==> config.mk <==
export PLATFORM = sky130hd
export DESIGN_NAME = hazard_ctrl
export DESIGN_NICKNAME = d
export VERILOG_FILES = /design/src/rtl/pipe_pkg.sv /design/src/rtl/hazard_lu_detect.sv /design/src/rtl/hazard_ctrl.sv
export SDC_FILE = /design/constraint.sdc
export NUM_CORES = 1
export LEC_CHECK = 0
export BUFFER_PORTS_ARGS = -buffer_cell sky130_fd_sc_hd__buf_4
export CORE_AREA = 2 2 39 41
export DETAILED_ROUTE_END_ITERATION = 6
export DIE_AREA = 0 0 41 43
export PLACE_DENSITY = 0.61
export SYNTH_ARGS = -nofsm -noshare
export SYNTH_HDL_FRONTEND = slang
export SYNTH_SLANG_ARGS = --single-unit
==> constraint.sdc <==
create_clock -name clk -period 7 [get_ports clk]
set_clock_uncertainty 0.15 [all_clocks]
set_input_delay 2.1 -clock clk [delete_from_list [all_inputs] [get_ports clk]]
set_output_delay 2.1 -clock clk [all_outputs]
set_load 0.01 [all_outputs]
==> src/rtl/pipe_pkg.sv <==
// Shared pipeline definitions: ID/EX control-bundle bit positions, register
// index width and the hazard controller state encoding.
package pipe_pkg;

    localparam int CTRL_W      = 6;
    localparam int CTRL_RD_MMU = 0;
    localparam int CTRL_WR_MMU = 1;
    localparam int CTRL_BYTE   = 2;
    localparam int CTRL_WR_REG = 3;
    localparam int CTRL_BR     = 4;
    localparam int CTRL_LD     = 5;

    localparam int REG_IDX_W   = 5;

    typedef enum logic [1:0] {
        ST_RUN      = 2'd0,
        ST_MEM_WAIT = 2'd1,
        ST_FLUSH    = 2'd2
    } state_t;

endpackage

==> src/rtl/hazard_lu_detect.sv <==
// Combinational load-use comparator: a load in ID/EX whose destination is read
// by the instruction in decode. Register 0 is hardwired and never conflicts.
module hazard_lu_detect #(
    parameter int REG_IDX_W = 5
) (
    input  logic                 ld_ins,
    input  logic [REG_IDX_W-1:0] rd_index,
    input  logic [REG_IDX_W-1:0] rs1_index,
    input  logic [REG_IDX_W-1:0] rs2_index,
    input  logic                 rs1_used,
    input  logic                 rs2_used,
    output logic                 lu
);

    logic rd_nonzero;
    logic rs1_hit;
    logic rs2_hit;

    assign rd_nonzero = (rd_index != '0);
    assign rs1_hit    = rs1_used && (rs1_index == rd_index);
    assign rs2_hit    = rs2_used && (rs2_index == rd_index);
    assign lu         = ld_ins && rd_nonzero && (rs1_hit || rs2_hit);

endmodule

==> src/rtl/hazard_ctrl.sv <==
// Pipeline hazard controller: MMU stall freeze, taken-branch flush and load-use
// bubble for the IF/ID and ID/EX registers. Optional HAZARD_PERF_CNT_EN adds
// stall/flush event counters.
//
// Handshake: mem_req/mmu_ready behave as a valid/ready pair; an access is
// outstanding while mem_req=1 and completes in the cycle mmu_ready=1.
module hazard_ctrl
    import pipe_pkg::*;
#(
    parameter int FLUSH_CYCLES = 1,
    parameter int REG_IDX_W    = pipe_pkg::REG_IDX_W
) (
    input  logic                 clk,
    input  logic                 reset,
    input  logic [CTRL_W-1:0]    idex_control,
    input  logic [REG_IDX_W-1:0] idex_rgD_index,
    input  logic [REG_IDX_W-1:0] id_rgS1_index,
    input  logic [REG_IDX_W-1:0] id_rgS2_index,
    input  logic                 id_rgS1_used,
    input  logic                 id_rgS2_used,
    input  logic                 ex_branch_taken,
    input  logic                 mem_req,
    input  logic                 mmu_ready,
    output logic                 pc_write_enable,
    output logic                 if_id_write_enable,
    output logic                 id_ex_write_enable,
    output logic                 id_ex_bubble,
    output logic                 if_id_flush,
    output state_t               fsm_state
`ifdef HAZARD_PERF_CNT_EN
    ,
    output logic [31:0]          stall_cycles,
    output logic [31:0]          flush_events
`endif
);

    localparam logic [2:0] FLUSH_LOAD = 3'(FLUSH_CYCLES - 1);

    state_t     state;
    state_t     state_nxt;
    logic [2:0] cnt;
    logic [2:0] cnt_nxt;

    logic lu;
    logic stall;
    logic br;
    logic br_take_run;

    // Bundle bits consumed by later stages, not by hazard logic.
    logic unused_ctrl;
    assign unused_ctrl = ^idex_control[CTRL_WR_REG:CTRL_RD_MMU];

    hazard_lu_detect #(
        .REG_IDX_W (REG_IDX_W)
    ) u_lu_detect (
        .ld_ins    (idex_control[CTRL_LD]),
        .rd_index  (idex_rgD_index),
        .rs1_index (id_rgS1_index),
        .rs2_index (id_rgS2_index),
        .rs1_used  (id_rgS1_used),
        .rs2_used  (id_rgS2_used),
        .lu        (lu)
    );

    assign stall       = mem_req && !mmu_ready;
    assign br          = idex_control[CTRL_BR] && ex_branch_taken;
    assign br_take_run = (state == ST_RUN) && !stall && br;
    assign fsm_state   = state;

    always_ff @(posedge clk or posedge reset) begin
        if (reset) begin
            state <= ST_RUN;
            cnt   <= '0;
        end else begin
            state <= state_nxt;
            cnt   <= cnt_nxt;
        end
    end

    always_comb begin
        state_nxt = state;
        cnt_nxt   = cnt;
        unique case (state)
            ST_RUN: begin
                if (stall) begin
                    state_nxt = ST_MEM_WAIT;
                end else if (br && (FLUSH_CYCLES > 1)) begin
                    state_nxt = ST_FLUSH;
                    cnt_nxt   = FLUSH_LOAD;
                end
            end
            ST_MEM_WAIT: begin
                // Branch/load-use are acted on only in the completion cycle.
                if (mmu_ready) begin
                    if (br && (FLUSH_CYCLES > 1)) begin
                        state_nxt = ST_FLUSH;
                        cnt_nxt   = FLUSH_LOAD;
                    end else begin
                        state_nxt = ST_RUN;
                    end
                end
            end
            ST_FLUSH: begin
                if (!stall) begin
                    if (cnt <= 3'd1) begin
                        state_nxt = ST_RUN;
                        cnt_nxt   = '0;
                    end else begin
                        cnt_nxt = cnt - 3'd1;
                    end
                end
            end
            default: begin
                state_nxt = ST_RUN;
                cnt_nxt   = '0;
            end
        endcase
    end

    always_comb begin
        pc_write_enable    = 1'b0;
        if_id_write_enable = 1'b0;
        id_ex_write_enable = 1'b0;
        id_ex_bubble       = 1'b0;
        if_id_flush        = 1'b0;
        if (reset) begin
            id_ex_bubble = 1'b1;
            if_id_flush  = 1'b1;
        end else begin
            unique case (state)
                ST_RUN, ST_MEM_WAIT: begin
                    // In MEM_WAIT only mmu_ready unfreezes; mem_req is implied.
                    if ((state == ST_RUN) ? stall : !mmu_ready) begin
                        pc_write_enable = 1'b0;
                    end else if (br) begin
                        pc_write_enable    = 1'b1;
                        if_id_write_enable = 1'b1;
                        id_ex_write_enable = 1'b1;
                        id_ex_bubble       = 1'b1;
                        if_id_flush        = 1'b1;
                    end else if (lu) begin
                        id_ex_write_enable = 1'b1;
                        id_ex_bubble       = 1'b1;
                    end else begin
                        pc_write_enable    = 1'b1;
                        if_id_write_enable = 1'b1;
                        id_ex_write_enable = 1'b1;
                    end
                end
                ST_FLUSH: begin
                    if (!stall) begin
                        pc_write_enable    = 1'b1;
                        if_id_write_enable = 1'b1;
                        id_ex_write_enable = 1'b1;
                        id_ex_bubble       = 1'b1;
                        if_id_flush        = 1'b1;
                    end
                end
                default: begin
                    pc_write_enable = 1'b0;
                end
            endcase
        end
    end

`ifdef HAZARD_PERF_CNT_EN
    always_ff @(posedge clk or posedge reset) begin
        if (reset) begin
            stall_cycles <= '0;
            flush_events <= '0;
        end else begin
            if (!pc_write_enable) stall_cycles <= stall_cycles + 32'd1;
            if (br_take_run)      flush_events <= flush_events + 32'd1;
        end
    end
`else
    logic unused_perf;
    assign unused_perf = br_take_run;
`endif

endmodule

==> key figures, run 1 <==
Detailed routing
  – Routed WL: 651 um
  – WL/cell: 9.042 um
  – DRC: 0
  – Via count: 299
  – Routed Antenna Nets: 0
  – Pre-antenna DRT Iters: 2
  – DR vias/cell: 4.153
  – 1st-iter DRT viols: 1

GRT
  – Initial antenna violation count: 0
  – Via count of the first global-routing pass: 277
  – Grt total ovfl: 0
  – Largest net degree at the start of global routing: 4
  – First-pass GRT wire length: 1124 um
  – GRT Util Overall: 0.08509

Layout
  – Area of the multi-input gates: 192.7 um^2
  – Final net count: 86
  – Max FFs per register: 1
  – Layout Area Growth over Synthesis: 94.18%
  – Layout cells sized above 1: 0.5714
  – Antenna cells: 0
  – Sequential cell area: 25.02 um^2
  – Fill count: 169
  – Finished Cell Area: 459.2 um^2

Placed design
  – PortBufs: 29
  – Cell Area, Placed: 459.2 um^2
  – Final RePlAce weighted congestion: 0.6063
  – Place WS: 1.461 ns

Run
  – Max-cap viol count: 0

Clock tree
  – Hold Buf Count CTS: 0
  – PostCTS Resize Cnt: 0
  – Worst-skew pair later-pin latency: 0 ns
  – Post-CTS setup buffer count: 0
  – Reg clk slew, reported paths: 0 ns

Timing
  – Final period utilization: 0.7911
  – Max Clk Rate: 0.1806 GHz
  – # setup viols final: 0
  – Setup TNS: 0 ns
  – RSZ-0062 raised after global routing: no
  – Worst setup margin: 1.462 ns
  – Final worst path period need: 5.538 ns
  – Max-slew violation count: 0
  – Final hold violation count: 0

Worst hold path
  – Worst Hold Class: reg -> reg

Yosys
  – Portion of netlist area occupied by mux cells: 0
  – Post-Synth XOR/XNOR Area: 0.3704
  – Seq cells post-synth: 1
  – Mapped Area: 236.5 um^2
  – Main combinational cell family by area after synthesis: XOR/XNOR gates
  – Adder-cell area share of the yosys netlist: 0
  – Seq/Total Area, Yosys: 0.1058
  – Compound-gate portion of the synthesized area: 0.2011
  – Synth cell types: 18
  – Post-Syn Instances: 29
  – Syn_nets: 57
  – Syn. warnings: 0
  – Syn avg cell area: 8.154 um^2
  – Post-synthesis simple-gate area fraction: 0.2275

Critical path
  – Crit start category: input port
  – CP Class: in -> out
  – Arrival time at the worst endpoint: 3.29 ns
  – Crit Path Max Fanout: 3
  – WP data required: 4.75 ns
  – CP Capture Type: output pin

Die
  – Chip Height: 43 um
  – # IOs: 35
  – Core area: 1384 um^2
  – # rows: 14
  – Die footprint: 1763 um^2
  – Initial Util: 0.1709
  – Chip Width: 41 um

Status
  – Status: complete, no violations

Pwr
  – Pwr Total: 0.03243 mW
  – Maximum VDD drop: 24.08 uV
  – Cell Pwr Density: 70.63 nW/um^2
  – Pleak: 0.2233 nW
==> metal layers <==
| layer | GRT usage | share of wire | up-vias |
|---|---|---|---|
| met1 | 0.1178 | 0.33 | 126 |
| met5 | 0 | 0 | - |
| met3 | 0 | 0.13 | 0 |
| li1 | - | - | 154 |
| met4 | 0 | 0 | 0 |
| met2 | 0.1500 | 0.54 | 19 |
==> cells by family after synthesis <==
logic type,after synthesis
AOI/OAI and AO/OA,5
other,1
and+or+nand+nor,9
buffers and inverters,3
DFF,1
xor gates and xnor gates,10
==> power breakdown <==
part	total [mW]	internal (mW)	switching, mW
clock	0	0	0
combinational	0.0259	0.0157	0.0102
sequential	0.00650	0.00628	0.000223
==> critical path, stage by stage <==
cell,delay [ns]
buf_4,0.12
xor2_1,0.16
nor4_2,0.25
a32oi_1,0.17
o31a_1,0.33
buf_4,0.15
==> worst paths after layout <==
kind,endpoint,startpoint,slack (ns),cells past startpoint
hold / removal,fsm_state[0],fsm_state[0],0.48,2
setup reg to reg,fsm_state[0],fsm_state[0],6.15,2
max in group asynchronous,fsm_state[0],reset,4.74,2
setup / recovery,if_id_write_enable,idex_rgD_index[3],1.46,6
hold reg to reg,fsm_state[0],fsm_state[0],0.48,2
min in group asynchronous,fsm_state[0],reset,1.83,2
==> synth_stat cells, drive strengths merged <==
cell | instances | area [um^2]
a32oi | 1 | 8.760
nor4 | 2 | 18.77
nor2 | 3 | 11.26
or4 | 1 | 7.510
o31a | 1 | 8.760
nand2 | 1 | 3.750
buf | 2 | 15.01
and2 | 2 | 12.52
xor2 | 8 | 70.07
inv | 1 | 3.750
conb | 1 | 3.750
o21ai | 2 | 13.76
dfrtp | 1 | 25.02
xnor2 | 2 | 17.52
o311ai | 1 | 16.27
==> cell usage in the layout, fill, tap and decap left out <==
master / n
a32oi_1: 1
and2_0: 1
and2_1: 1
buf_4: 29
conb_1: 1
dfrtp_1: 1
inv_1: 1
nand2_1: 1
nor2_1: 3
nor4_1: 1
nor4_2: 1
o21ai_0: 1
o21ai_2: 1
o311ai_2: 1
o31a_1: 1
or4_1: 1
xnor2_1: 2
xor2_1: 8
==> metrics by stage <==
step / instances / hold WS, ns / util
6_report: 72 / 0.4830 / 0.3318
5_1_grt: 72 / 0.5413 / 0.3318
4_1_cts: 72 / 0.4953 / 0.3318
3_5_place_dp: 72 / 0.4929 / 0.3318
3_3_place_gp: 72 / 0.4762 / 0.3318
2_1_floorplan: 29 / 0.4949 / -
==> final cells by class <==
| class | count | share of cell area |
|---|---|---|
| flip-flops and latches | 1 | 0.05450 |
| repair buffers | 29 | 0.4741 |
| inverters | 1 | 0.008174 |
| well taps | 16 | 0.04360 |
| multi-input cells | 25 | 0.4196 |
Note: power is estimated with default switching activity, not from simulation.
==> run 2: changes to the inputs <==
--- a/config.mk
+++ b/config.mk
@@ -5,11 +5,12 @@
 export SDC_FILE = /design/constraint.sdc
 export NUM_CORES = 1
 export LEC_CHECK = 0
+export ABC_AREA = 1
 export BUFFER_PORTS_ARGS = -buffer_cell sky130_fd_sc_hd__buf_4
 export CORE_AREA = 2 2 39 41
 export DETAILED_ROUTE_END_ITERATION = 6
 export DIE_AREA = 0 0 41 43
-export PLACE_DENSITY = 0.61
+export PLACE_DENSITY = 0.67
 export SYNTH_ARGS = -nofsm -noshare
 export SYNTH_HDL_FRONTEND = slang
 export SYNTH_SLANG_ARGS = --single-unit
==> constraint.sdc (replaced) <==
create_clock -name clk -period 5.1 [get_ports clk]
set_clock_uncertainty 0.15 [all_clocks]
set_input_delay 1.53 -clock clk [delete_from_list [all_inputs] [get_ports clk]]
set_output_delay 1.53 -clock clk [all_outputs]
set_load 0.01 [all_outputs]
==> run 2 against run 1 <==
Effect of this change:
- synthesized area grew 33%
- register-to-register slack lost 1.9 ns
- via count grew 45%
- sequential share of layout area shrank 0.79 points
==> key figures, run 2 <==
Worst hold path
  – Hold Path Origin: fsm_state[0]
  – Worst Hold Class: reg -> reg
  – Worst Hold Path EP: fsm_state[0]
  – Hold Path Stages: 2 (unchanged)

Yosys
  – Post-synth top area cell: nand2_1
  – Post-Syn Instances: 72 (+150%)
  – Cell with the most instances after synthesis: nand2_1
  – Synth cell types: 12 (-6)
  – Syn avg cell area: 4.362 um^2 (-47%)
  – Syn_nets: 100 (+75%)
  – Main area contributors after synthesis: nand2_1 (37%), inv_1 (19%), nor2_1 (13%), dfrtp_1 (8.0%), nand3_1 (4.8%)
  – Post-synth EDFFs: 0 (unchanged)
  – Seq cells post-synth: 1 (unchanged)
  – Post-synth top cells: nand2_1 (31), inv_1 (16), nor2_1 (11)
  – Primary FF master, synth: dfrtp_1
  – Yosys top cell area share: 0.3705 (+0.07422)
  – Mapped Area: 314.1 um^2 (+33%)
  – Seq/Total Area, Yosys: 0.07968 (-0.02614)
  – Syn. warnings: 0 (unchanged)
  – Fraction of registers with async set/reset: 1.000 (unchanged)

Detailed routing
  – DRC: 0 (unchanged)
  – Pre-antenna DRT Iters: 4 (+2)
  – Routed Antenna Nets: 0 (unchanged)
  – WL/cell: 7.217 um (-20%)
  – 1st-iter DRT viols: 4 (+3)
  – DR vias/cell: 3.765 (-9.3%)
  – Via count: 433 (+45%)
  – Routed WL: 830 um (+27%)

Timing
  – # setup viols final: 0 (unchanged)
  – Final worst path period need: 4.050 ns
  – Max-slew violation count: 0 (unchanged)
  – Final period utilization: 0.7941
  – Setup TNS: 0 ns (unchanged)
  – Max Clk Rate: 0.2469 GHz
  – RSZ-0062 raised after global routing: no
  – Final hold violation count: 0 (unchanged)

Clock tree
  – Reg clk slew, reported paths: 0 ns (unchanged)
  – Worst-skew pair later-pin latency: 0 ns (unchanged)
  – Hold Buf Count CTS: 0 (unchanged)
  – Post-CTS setup buffer count: 0 (unchanged)
  – PostCTS Resize Cnt: 0 (unchanged)

GRT
  – Largest net degree at the start of global routing: 5 (+1)
  – GRT Util Overall: 0.1049 (+0.01981)
  – Initial antenna violation count: 0 (unchanged)
  – Grt total ovfl: 0 (unchanged)
  – First-pass GRT wire length: 1407 um (+25%)
  – Via count of the first global-routing pass: 387 (+40%)

Die
  – # IOs: 35 (unchanged)
  – # rows: 14 (unchanged)
  – Chip Height: 43 um (unchanged)
  – Die footprint: 1763 um^2 (unchanged)
  – Initial Util: 0.2269 (+0.05606)
  – Core area: 1384 um^2 (unchanged)
  – Chip Width: 41 um (unchanged)

Layout
  – Antenna cells: 0 (unchanged)
  – Most common cell after layout, fill and taps aside: nand2_1
  – Max FFs per register: 1 (unchanged)
  – Sequential cell area: 25.02 um^2 (unchanged)
  – Fill count: 156 (-7.7%)
  – Area of the multi-input gates: 206.4 um^2 (+7.1%)
  – Layout cells sized above 1: 0.3232 (-0.2482)
  – Final net count: 129 (+50%)
  – Layout Area Growth over Synthesis: 70.92%
  – Finished Cell Area: 536.8 um^2 (+17%)
  – Non-filler cells, final: 115 (+60%)
  – Commonest cells after routing, fill and taps aside: nand2_1 (31), buf_4 (29), inv_1 (16)

Critical path
  – Cell Chain, Critical Path: buf_4 -> inv_1 -> nor2_1 -> nor2_1 -> nand3_1 -> nand2_1 -> nand3_1 -> nand2_1 -> inv_1 -> buf_4
  – Worst Setup SP: idex_rgD_index[3]
  – CP max-delay cell: buf_4
  – Worst stage delay on the critical path: 0.13 ns (-0.20 ns)
  – Crit start category: input port
  – Reg-to-Reg Start: fsm_state[0]
  – RR Endpoint: fsm_state[0]
  – WP data required: 3.42 ns (-1.33 ns)
  – Register-to-Register Path Depth: 2 (unchanged)
  – CP Capture Type: output pin
  – Crit Path Max Fanout: 4 (+1)
  – CP Class: in -> out
  – Arrival time at the worst endpoint: 2.37 ns (-0.92 ns)
  – R2r setup slk: 4.29 ns (-1.86 ns)

Placed design
  – Cell Area, Placed: 536.8 um^2 (+17%)
  – Placed cells: 115 (+60%)
  – Final RePlAce weighted congestion: 0.7945 (+31%)
  – Hpwl dp: 764.2 um
  – PortBufs: 29 (unchanged)

Pwr
  – Pleak: 0.3752 nW (+68%)
  – Maximum VDD drop: 22.79 uV (-5.3%)
  – Cell Pwr Density: 88.23 nW/um^2 (+25%)

Run
  – Max-cap viol count: 0 (unchanged)

Status
  – Status: complete, no violations
[run 2: cell types whose count changed after synthesis, sizes merged, moves of 2 or more]
| cell | before | now |
|---|---|---|
| nand2 | 1 | 32 |
| inv | 1 | 18 |
| nor2 | 3 | 11 |
| xor2 | 8 | 0 |
| nand3 | 0 | 3 |
| and2 | 2 | 0 |
| nor4 | 2 | 0 |
| xnor2 | 2 | 0 |
[run 2: metal layers]
layer  up-vias  part of all wire  track usage
met5         -                 0            0
met4         0                 0            0
met3         0             0.051     0.005236
met2        10              0.53       0.1844
met1       166              0.42       0.1424
li1        257                 -            -
[run 2: layout make-up]
type	instances	area share
multi-input cells	51	0.3846
flip-flops and latches	1	0.04662
repair buffers	29	0.4056
inverters	18	0.1259
well taps	16	0.03730
[run 2: logic make-up after synthesis]
family          count (synthesis)  share of synthesized area
compound gates                  2                    0.03187
buf+inv                        20                     0.2630
flops                           1                    0.07967
other cells                     1                    0.01194
simple gates                   48                     0.6136
[run 2: per-stage QoR]
| step | util | power [mW] | setup WS (ns) | hold slack, ns |
|---|---|---|---|---|
| finish | 0.3879 | 0.04736 | 1.050 | 0.4455 |
| global route | 0.3879 | 0.05275 | 0.8804 | 0.5040 |
| CTS | 0.3879 | 0.04786 | 1.041 | 0.4573 |
| detailed placement | 0.3879 | 0.04774 | 1.042 | 0.4550 |
| global placement | 0.3879 | 0.04721 | 1.059 | 0.4311 |
| floorplan | - | 0.02653 | 1.181 | 0.4559 |
[run 2: worst max-delay path, delay by kind of cell]
family,cells,cell delay [ns]
buffers and inverters,4,0.38
and+or+nand+nor,6,0.45
[run 2: power by group]
| group | switching (mW) | internal, mW |
|---|---|---|
| combinational | 0.0172 | 0.0213 |
| sequential | 0.000273 | 0.00862 |
| clock | 0 | 0 |
[run 2: worst max-delay path by stage]
stage and to:
2_1_floorplan pc_write_enable, 3_3_place_gp pc_write_enable, 3_5_place_dp pc_write_enable, 4_1_cts pc_write_enable
5_1_grt pc_write_enable, 6_report pc_write_enable
==> run 3: changes to the inputs <==
--- a/config.mk
+++ b/config.mk
@@ -10,7 +10,7 @@
 export CORE_AREA = 2 2 39 41
 export DETAILED_ROUTE_END_ITERATION = 6
 export DIE_AREA = 0 0 41 43
-export PLACE_DENSITY = 0.67
+export PLACE_DENSITY = 0.69
 export SYNTH_ARGS = -nofsm -noshare
 export SYNTH_HDL_FRONTEND = slang
 export SYNTH_SLANG_ARGS = --single-unit
==> constraint.sdc (replaced) <==
create_clock -name clk -period 3.3 [get_ports clk]
set_clock_uncertainty 0.15 [all_clocks]
set_input_delay 0.99 -clock clk [delete_from_list [all_inputs] [get_ports clk]]
set_output_delay 0.99 -clock clk [all_outputs]
set_load 0.01 [all_outputs]
==> run 3 against run 2 <==
Effect of this change:
- hold slack worse by 0.012 ns
- sequential cell count stayed put
- routed wire length decreased by 6.4%
- die area stayed put
- core utilization did not move
- cell area unchanged
- combinational power rose by 54%
- via count rose by 2.5%
- setup slack worse by 0.72 ns
- global-route usage is 1.8 points lower
- register-to-register slack lost 1.8 ns
- critical path depth increased by 1
- critical path type unchanged
- highest routed layer unchanged
==> key figures, run 3 (synthesis results as in run 2) <==
Placed design
  – Final RePlAce weighted congestion: 0.8229 (+3.6%)
  – Hpwl dp: 721.7 um (-5.6%)
  – Cell Area, Placed: 536.8 um^2 (unchanged)
  – PortBufs: 29 (unchanged)

Critical path
  – CP Class: in -> out
  – WP data required: 2.16 ns (-1.26 ns)
  – Crit start category: input port
  – CP Capture Type: output pin
  – Reg-to-Reg Start: fsm_state[0]
  – Arrival time at the worst endpoint: 1.83 ns (-0.54 ns)
  – Worst Setup SP: idex_rgD_index[3]
  – Crit Path Max Fanout: 4 (unchanged)

Timing
  – Max Clk Rate: 0.3369 GHz
  – Max-slew violation count: 0 (unchanged)
  – Final period utilization: 0.8996
  – Setup TNS: 0 ns (unchanged)
  – # setup viols final: 0 (unchanged)
  – RSZ-0062 raised after global routing: no
  – Final worst path period need: 2.969 ns
  – Final hold violation count: 0 (unchanged)

Layout
  – Fill count: 165 (+5.8%)
  – Antenna cells: 0 (unchanged)
  – Final net count: 129 (unchanged)
  – Most common cell after layout, fill and taps aside: nand2_1
  – Layout cells sized above 1: 0.3232 (unchanged)
  – Commonest cells after routing, fill and taps aside: nand2_1 (31), buf_4 (29), inv_1 (16)
  – Area of the multi-input gates: 206.4 um^2 (unchanged)
  – Layout Area Growth over Synthesis: 70.92% (unchanged)
  – Max FFs per register: 1 (unchanged)
  – Sequential cell area: 25.02 um^2 (unchanged)
  – Finished Cell Area: 536.8 um^2 (unchanged)

Die
  – Die footprint: 1763 um^2 (unchanged)
  – Initial Util: 0.2269 (unchanged)
  – Chip Height: 43 um (unchanged)
  – Core area: 1384 um^2 (unchanged)
  – # rows: 14 (unchanged)
  – # IOs: 35 (unchanged)
  – Chip Width: 41 um (unchanged)

GRT
  – First-pass GRT wire length: 1173 um (-17%)
  – Initial antenna violation count: 0 (unchanged)
  – Via count of the first global-routing pass: 342 (-12%)
  – Grt total ovfl: 0 (unchanged)
  – GRT Util Overall: 0.08691 (-0.01798)
  – Largest net degree at the start of global routing: 5 (unchanged)

Detailed routing
  – Routed WL: 777 um (-6.4%)
  – DRC: 0 (unchanged)
  – Routed Antenna Nets: 0 (unchanged)
  – DR vias/cell: 3.861 (+2.5%)
  – Via count: 444 (+2.5%)
  – 1st-iter DRT viols: 8 (+4)
  – WL/cell: 6.757 um (-6.4%)
  – Pre-antenna DRT Iters: 4 (unchanged)

Status
  – Status: complete, no violations

Clock tree
  – PostCTS Resize Cnt: 0 (unchanged)
  – Worst-skew pair later-pin latency: 0 ns (unchanged)
  – Hold Buf Count CTS: 0 (unchanged)
  – Post-CTS setup buffer count: 0 (unchanged)
  – Reg clk slew, reported paths: 0 ns (unchanged)

Worst hold path
  – Hold Path Origin: fsm_state[0]
  – Worst Hold Class: reg -> reg

Pwr
  – Maximum VDD drop: 37.76 uV (+66%)
  – Cell Pwr Density: 135.9 nW/um^2 (+54%)
  – Pleak: 0.3752 nW (unchanged)

Run
  – Max-cap viol count: 0 (unchanged)
==> run 3: cell counts in the layout (fill, tap and decap cells not counted) <==
Identical to the previous run, type by type.
==> run 3: power breakdown <==
group	internal [mW]	leakage (nW)	total [mW]	switching, mW
combinational	0.0329	0.363	0.0593	0.0264
clock	0	0	0	0
sequential	0.0133	0.0125	0.0137	0.000367
==> run 3: worst paths after layout <==
check | end | slack [ns] | cells past startpoint
worst max-delay path | if_id_write_enable | 0.33 | 11
worst min-delay path | fsm_state[0] | 0.43 | 2
worst max register to register | fsm_state[0] | 2.50 | 2
worst min register to register | fsm_state[0] | 0.43 | 2
max in group asynchronous | fsm_state[0] | 2.19 | 2
min in group asynchronous | fsm_state[0] | 0.71 | 2
==> run 3: stage by stage <==
step | instances | setup slack (ns) | hold slack, ns | util | power [mW]
3_3_place_gp | 115 | 0.3346 | 0.4304 | 0.3879 | 0.07287
2_1_floorplan | 72 | 0.4614 | 0.4559 | - | 0.04100
5_1_grt | 115 | 0.1950 | 0.4858 | 0.3879 | 0.08081
6_report | 115 | 0.3313 | 0.4332 | 0.3879 | 0.07295
4_1_cts | 115 | 0.3276 | 0.4457 | 0.3879 | 0.07357
3_5_place_dp | 115 | 0.3287 | 0.4457 | 0.3879 | 0.07341
==> run 3: layout make-up <==
class                      count  share of cell area
inverter                      18              0.1259
multi-input combinational     51              0.3846
tap                           16             0.03730
timing repair buffer          29              0.4056
sequential                     1             0.04662
==> run 3: routing by layer <==
layer	wire length, um	part of all wire	GRT usage	vias up
met4	0	0	0	0
li1	-	-	-	256
met3	66	0.085	0	0
met5	0	0	0	-
met2	379	0.49	0.1531	18
met1	330	0.42	0.1203	170
==> run 3: critical path, stage by stage <==
cell and delay [ns]:
buf_4 0.08, inv_1 0.06, nand2_1 0.06, nand2_1 0.04, nor2_1 0.11, nand3_1 0.08
nand2_1 0.09, nand3_1 0.07, nand2_1 0.06, inv_1 0.05, buf_4 0.13
